[config.mk]
export PLATFORM = sky130hd
export DESIGN_NAME = pong_game_ctrl
export DESIGN_NICKNAME = d
export VERILOG_FILES = /design/src/rtl/pong_game_ctrl.sv
export SDC_FILE = /design/constraint.sdc
export NUM_CORES = 1
export LEC_CHECK = 0
export BUFFER_PORTS_ARGS = -buffer_cell sky130_fd_sc_hd__buf_2
export CAP_MARGIN = 20
export CORE_ASPECT_RATIO = 0.9
export CORE_MARGIN = 2
export CORE_UTILIZATION = 54
export DETAILED_ROUTE_END_ITERATION = 10
export MAX_ROUTING_LAYER = met4
export PLACE_DENSITY = 0.84
export SYNTH_ARGS = -nofsm -noshare
export SYNTH_HDL_FRONTEND = slang
export SYNTH_SLANG_ARGS = --single-unit
[constraint.sdc]
create_clock -name clk -period 3.4 [get_ports clk]
set_clock_uncertainty 0.05 [all_clocks]
set_input_delay 0.34 -clock clk [delete_from_list [all_inputs] [get_ports clk]]
set_output_delay 0.34 -clock clk [all_outputs]
set_load 0.01 [all_outputs]
[src/rtl/pong_game_ctrl.sv]
// ---------------------------------------------------------------------------
// pong_game_ctrl
// Game sequencer for the 8x8 LED Pong display. Runs the
// IDLE/SERVE/PLAY/POINT/OVER state machine. It also handles paddle movement,
// wall bounce, paddle collision and scoring, all at a prescaled game tick.
// Every output is registered on posedge clk, so the matrix drawing block can
// sample it safely on negedge.
//
// Parameters
//   TICK_DIV   clk cycles per game tick (>=2)
//   SERVE_WAIT ticks spent in SERVE and in POINT (>=1)
//   WIN_SCORE  points needed to win (1..7)
//
// Ports
//   clk            system clock
//   rst            synchronous active-high reset
//   start          level; begins a new game from IDLE or OVER
//   btnA_l/btnA_r  paddle A left/right (already synchronised/debounced)
//   btnB_l/btnB_r  paddle B left/right
//   ballX, ballY   ball column/row (row 0 = paddle A, row 7 = paddle B)
//   padA, padB     paddle centre columns, 1..6
//   playing        1 in SERVE/PLAY/POINT
//   scoreA/scoreB  points per player
//   winner         00 none, 01 A, 10 B
// ---------------------------------------------------------------------------
module pong_game_ctrl #(
    parameter int TICK_DIV   = 2500000,
    parameter int SERVE_WAIT = 4,
    parameter int WIN_SCORE  = 5
) (
    input  logic       clk,
    input  logic       rst,
    input  logic       start,
    input  logic       btnA_l,
    input  logic       btnA_r,
    input  logic       btnB_l,
    input  logic       btnB_r,
    output logic [2:0] ballX,
    output logic [2:0] ballY,
    output logic [2:0] padA,
    output logic [2:0] padB,
    output logic       playing,
    output logic [2:0] scoreA,
    output logic [2:0] scoreB,
    output logic [1:0] winner
);

    localparam int CNT_W  = $clog2(TICK_DIV);
    localparam int WAIT_W = (SERVE_WAIT < 2) ? 1 : $clog2(SERVE_WAIT + 1);

    localparam logic [CNT_W-1:0]  CNT_LAST  = CNT_W'(TICK_DIV - 1);
    localparam logic [WAIT_W-1:0] WAIT_LAST = WAIT_W'(SERVE_WAIT - 1);
    localparam logic [2:0]        WIN       = 3'(WIN_SCORE);

    typedef enum logic [2:0] {
        S_IDLE,
        S_SERVE,
        S_PLAY,
        S_POINT,
        S_OVER
    } state_t;

    state_t state, state_next;

    logic [CNT_W-1:0]  cnt;
    logic              tick;
    logic [WAIT_W-1:0] wait_cnt;
    logic              wait_done;
    logic              dx_pos;     // 1: ball moving toward column 7
    logic              dy_pos;     // 1: ball moving toward row 7 (paddle B)
    logic              serve_dx;   // horizontal direction used at the last serve
    logic              game_won;

    // Next ball position and direction for a PLAY tick
    logic [2:0] nx, ny;
    logic       nx_dx, ny_dy;
    logic       miss_a, miss_b;

    // Paddle step with clamping to 1..6; both buttons or none holds.
    function automatic logic [2:0] pad_step(input logic [2:0] pad,
                                            input logic l, input logic r);
        if (l && !r && pad > 3'd1)
            return pad - 3'd1;
        else if (r && !l && pad < 3'd6)
            return pad + 3'd1;
        else
            return pad;
    endfunction

    // True when the ball column is within one column of the paddle centre.
    function automatic logic near(input logic [2:0] col, input logic [2:0] pad);
        logic signed [3:0] d;
        d = signed'({1'b0, col}) - signed'({1'b0, pad});
        return (d >= -4'sd1) && (d <= 4'sd1);
    endfunction

    // ---- game tick prescaler ----
    always_ff @(posedge clk) begin
        if (rst)
            cnt <= '0;
        else if (cnt == CNT_LAST)
            cnt <= '0;
        else
            cnt <= cnt + 1'b1;
    end

    assign tick      = (cnt == CNT_LAST);
    assign wait_done = tick && (wait_cnt == WAIT_LAST);
    assign game_won  = (scoreA == WIN) || (scoreB == WIN);

    // ---- ball step: wall bounce in X, paddle hit or miss in Y ----
    always_comb begin
        nx     = ballX;
        nx_dx  = dx_pos;
        ny     = ballY;
        ny_dy  = dy_pos;
        miss_a = 1'b0;
        miss_b = 1'b0;

        if (ballX == 3'd7 && dx_pos) begin
            nx    = 3'd6;
            nx_dx = 1'b0;
        end else if (ballX == 3'd0 && !dx_pos) begin
            nx    = 3'd1;
            nx_dx = 1'b1;
        end else begin
            nx = dx_pos ? ballX + 3'd1 : ballX - 3'd1;
        end

        // Collision uses the new column against the pre-tick paddle position.
        if (!dy_pos && ballY == 3'd1) begin
            if (near(nx, padA)) begin
                ny    = 3'd2;
                ny_dy = 1'b1;
            end else begin
                ny     = 3'd0;
                miss_a = 1'b1;
            end
        end else if (dy_pos && ballY == 3'd6) begin
            if (near(nx, padB)) begin
                ny    = 3'd5;
                ny_dy = 1'b0;
            end else begin
                ny     = 3'd7;
                miss_b = 1'b1;
            end
        end else begin
            ny = dy_pos ? ballY + 3'd1 : ballY - 3'd1;
        end
    end

    // ---- FSM: state register ----
    always_ff @(posedge clk) begin
        if (rst)
            state <= S_IDLE;
        else
            state <= state_next;
    end

    // ---- FSM: next state ----
    always_comb begin
        state_next = state;
        case (state)
            S_IDLE, S_OVER: if (start)                        state_next = S_SERVE;
            S_SERVE:        if (wait_done)                    state_next = S_PLAY;
            S_PLAY:         if (tick && (miss_a || miss_b))   state_next = S_POINT;
            S_POINT:        if (wait_done)                    state_next = game_won ? S_OVER : S_SERVE;
            default:                                          state_next = S_IDLE;
        endcase
    end

    // ---- FSM: outputs ----
    always_comb begin
        playing = (state == S_SERVE) || (state == S_PLAY) || (state == S_POINT);
    end

    // ---- ball, paddle, score and serve bookkeeping ----
    always_ff @(posedge clk) begin
        if (rst) begin
            ballX    <= 3'd3;
            ballY    <= 3'd3;
            padA     <= 3'd3;
            padB     <= 3'd3;
            scoreA   <= 3'd0;
            scoreB   <= 3'd0;
            winner   <= 2'b00;
            dx_pos   <= 1'b1;
            dy_pos   <= 1'b1;
            serve_dx <= 1'b1;
            wait_cnt <= '0;
        end else begin
            case (state)
                S_IDLE, S_OVER: begin
                    // Start wins over a coincident tick: nothing moves here.
                    if (start) begin
                        ballX    <= 3'd3;
                        ballY    <= 3'd3;
                        padA     <= 3'd3;
                        padB     <= 3'd3;
                        scoreA   <= 3'd0;
                        scoreB   <= 3'd0;
                        winner   <= 2'b00;
                        dx_pos   <= 1'b1;
                        dy_pos   <= 1'b1;
                        serve_dx <= 1'b1;
                        wait_cnt <= '0;
                    end
                end
                S_SERVE: begin
                    if (tick) begin
                        padA     <= pad_step(padA, btnA_l, btnA_r);
                        padB     <= pad_step(padB, btnB_l, btnB_r);
                        wait_cnt <= wait_done ? '0 : wait_cnt + 1'b1;
                    end
                end
                S_PLAY: begin
                    if (tick) begin
                        padA   <= pad_step(padA, btnA_l, btnA_r);
                        padB   <= pad_step(padB, btnB_l, btnB_r);
                        ballX  <= nx;
                        ballY  <= ny;
                        dx_pos <= nx_dx;
                        dy_pos <= ny_dy;
                        // dy left at the miss value becomes the next serve's dy.
                        if (miss_a) scoreB <= scoreB + 3'd1;
                        if (miss_b) scoreA <= scoreA + 3'd1;
                    end
                end
                S_POINT: begin
                    if (tick) begin
                        padA <= pad_step(padA, btnA_l, btnA_r);
                        padB <= pad_step(padB, btnB_l, btnB_r);
                        if (wait_done) begin
                            wait_cnt <= '0;
                            if (scoreA == WIN) begin
                                winner <= 2'b01;
                            end else if (scoreB == WIN) begin
                                winner <= 2'b10;
                            end else begin
                                // Alternate the horizontal serve direction.
                                ballX    <= 3'd3;
                                ballY    <= 3'd3;
                                dx_pos   <= ~serve_dx;
                                serve_dx <= ~serve_dx;
                            end
                        end else begin
                            wait_cnt <= wait_cnt + 1'b1;
                        end
                    end
                end
                default: ;
            endcase
        end
    end

endmodule

==> results.md <==
- Outcome: finished clean
- Fin area: 3510 µm²
- Critical path origin: dx_pos
- Fraction of layout instances using a drive strength above 1: 14.9%
- Final setup vio count: 0
- Post-Syn Instances: 378
- R2R Setup Slk: 0.09 ns
- DRC: 0
- Worst setup margin: 0.0939 ns
- CTS sink count: 51
- Final core occ: 62.5%
- Post-synthesis async set-or-reset flop share: 0%
- Worst IR Drop VDD: 0.286 mV
- EDFF count, synth: 0
- Pleak: 0.00144 µW
- Final critical-path required period: 3.31 ns
- Fin nets: 440
- CP bufs+invs: 1
- Register share of total power: 54.7%
- Site row count: 26
- Sequential cell area: 1020 µm²
- Crit. End Element: flop
- Top-level I/O count: 28
- Post-synthesis register bit count: 51
- Crit-path max FO: 5
- Vias in the first global route: 2613
- Final period util: 97.2%
- Initial antenna violation count: 0
- Clock buffer depth: 2
- Wire per inst: 15.1 µm
- Sw frac: 26.9%
- CP Cell Sequence: inv_2, fa_1, and2_1, o21ai_2, o311ai_2, ha_1, xor2_1, and3b_1, a211oi_4, a2111oi_0, nor2_1, a211o_1
- Total CTS buffers: 5
- Root Driver: clkbuf_8
- Highest Clock Rate: 302 MHz
- Area occupied by multi-input gates: 2030 µm²
- Clock transition at path regs: 0.09 ns
- First-pass GRT wire length: 12200 µm
- Height of the die: 76 µm
- Required time of the critical path: 3.56 ns
- Die area: 6380 µm²
- Vias per cell: 6.12
- GR Overflow Total: 0
- Switch Pwr: 306 µW
- Yosys warns: 0
- Vias: 2937
- Worst Setup Slack post-DPL: -0.0684 ns
- ANT nets after route: 0
- Critical path's top delay family: compound AO/OA/AOI/OAI gates
- Hpwl dp: 5130 µm
- # port buffers: 27
- 1st-iter DRT viols: 306
- Most common cell after layout, fill and taps aside: dfxtp_1
- Worst slew pin tran: 0.689 ns
- Initial DRT Pass Iterations: 6
- Die Wd: 84 µm
- Worst Hold Depth: 4
- Slowest cell delay on critical path: 0.47 ns
- Comb power frac: 12.4%
- Maximum capacitance violations: 0
- Initial Util: 55.3%
- Worst R2R Start: dx_pos
- Placed Area: 3350 µm²
- Post-Syn Area: 3110 µm²
- Final hold violations: 0
- Clk pwr share: 32.9%
- WP data arrival: 3.47 ns
- Mapped Nets: 409
- Syn-to-layout area delta: 13.0%
- P per Cell Area: 324 nW/µm²
- Commonest cells after routing, fill and taps aside: 51 x dfxtp_1, 44 x nor2_1, 28 x nand2_1
- Register area share after synthesis: 32.8%
- P_int: 831 µW
- Largest net degree at the start of global routing: 27
- Hold wc startpoint: start
- Slew Viols, Final: 0
- Final GP Congestion: 0.917
- CTS tree: yes
- CP startpoint kind: flop
- Slowest-stage cell, CP: a2111oi_0
- Final WL: 7250 µm
- WP depth: 12
- Worst Hold Endpoint: state[2]
- H-tree depth: 2
- Netlist cell types: 57
- Overall routing resource usage: 23.8%
- Area of the core: 5630 µm²
- Reg-to-reg critical path endpoint: ballY[1]
- Ys flop type: dfxtp_1
- Critical path type: reg -> reg
- Worst R2R Path Depth: 12
- Clock network latency to the later pin of the worst-skew pair: 0.31 ns
- Syn avg cell area: 8.23 µm²
- Ant. Diodes: 0
- FILL cells: 483
- Slew headroom: 53.7%
- Hold Crit Class: in -> reg
==> worst min-delay path, stage by stage <==
cell and delay, ns:
buf_2 0.12, nor3_1 0.08, nand2_1 0.07, a21oi_1 0.06
==> area by class of cell <==
class	count	share of cell area (%)
inverters	20	2.14
flip-flops and latches	51	29.0
multi-input cells	295	57.8
well taps	70	2.49
clock buffers	7	2.46
repair buffers	36	5.77
clock inverters	1	0.249
==> stage by stage <==
step	hold WS (ns)	power (µW)	std cells	TNS, ns
CTS	0.318	1130	479	0
detailed placement	0.408	766	471	-0.0684
finish	0.351	1140	480	0
floorplan	0.380	731	378	0
global placement	0.396	761	471	0
global route	0.349	1180	480	-0.115
==> registers in the layout, summed over array words and instances (netlist names), 2 cells and up <==
register,cells
cnt,22
ballX,3
ballY,3
padA,3
padB,3
scoreA,3
scoreB,3
state,3
wait_cnt,3
winner,2
==> per-layer routing <==
layer  vias up  wire [µm]  GRT usage (%)
li1       1402          -              -
met3        19        499           4.44
met1      1384       3400           33.3
met5         -          0              -
met2       132       3210           35.0
met4         0        139           7.74
==> synth_stat cells (8+ instances only) <==
library cell  count  share of area, %
mux2i_1           8               2.6
xor2_1           15               4.2
clkbuf_1         10               1.2
or3_1            10               2.0
nand2_1          28               3.4
nor3_1           10               1.6
a21oi_1          21               3.4
inv_1            20               2.4
o21ai_0          12               1.9
dfxtp_1          51                33
nor2_1           44               5.3
ha_1             21               8.4
xnor2_1          10               2.8
nand3_1          22               3.5
nand2b_1          8               1.6
==> worst max-delay path by stage <==
stage / endpoint / slack (ns)
CTS: ballY[1] / 0.05
global placement: state[0] / 0.11
finish: ballY[1] / 0.09
floorplan: state[0] / 0.12
global route: ballY[1] / -0.07
detailed placement: state[0] / -0.07
==> cells by family after synthesis <==
logic type               share of synthesized area [%]
XOR/XNOR                                          7.04
adder cells (fa/ha/maj)                           10.4
multiplexers                                      2.94
buffers and inverters                             3.94
flip-flops                                        32.8
AO/OA/AOI/OAI                                     13.5
AND/OR/NAND/NOR                                   29.4
==> power by group through the flow <==
stage          clock, µW  combinational, µW  sequential, µW
6_report             374                141             623
5_1_grt              398                158             625
4_1_cts              376                131             622
3_5_place_dp           0                129             636
3_3_place_gp           0                125             636
2_1_floorplan          0               96.2             634
==> what timing repair did <==
item / in CTS / in global routing
endpoints found under the setup margin: 2 / 7
pin swaps: 0 / 3
hold buffers: 0 / 0
buffers inserted: 0 / 1
gates resized for setup: 1 / 13
hold endpoints to repair: 0 / 0
No activity file was read; power rests on OpenSTA's default activity.
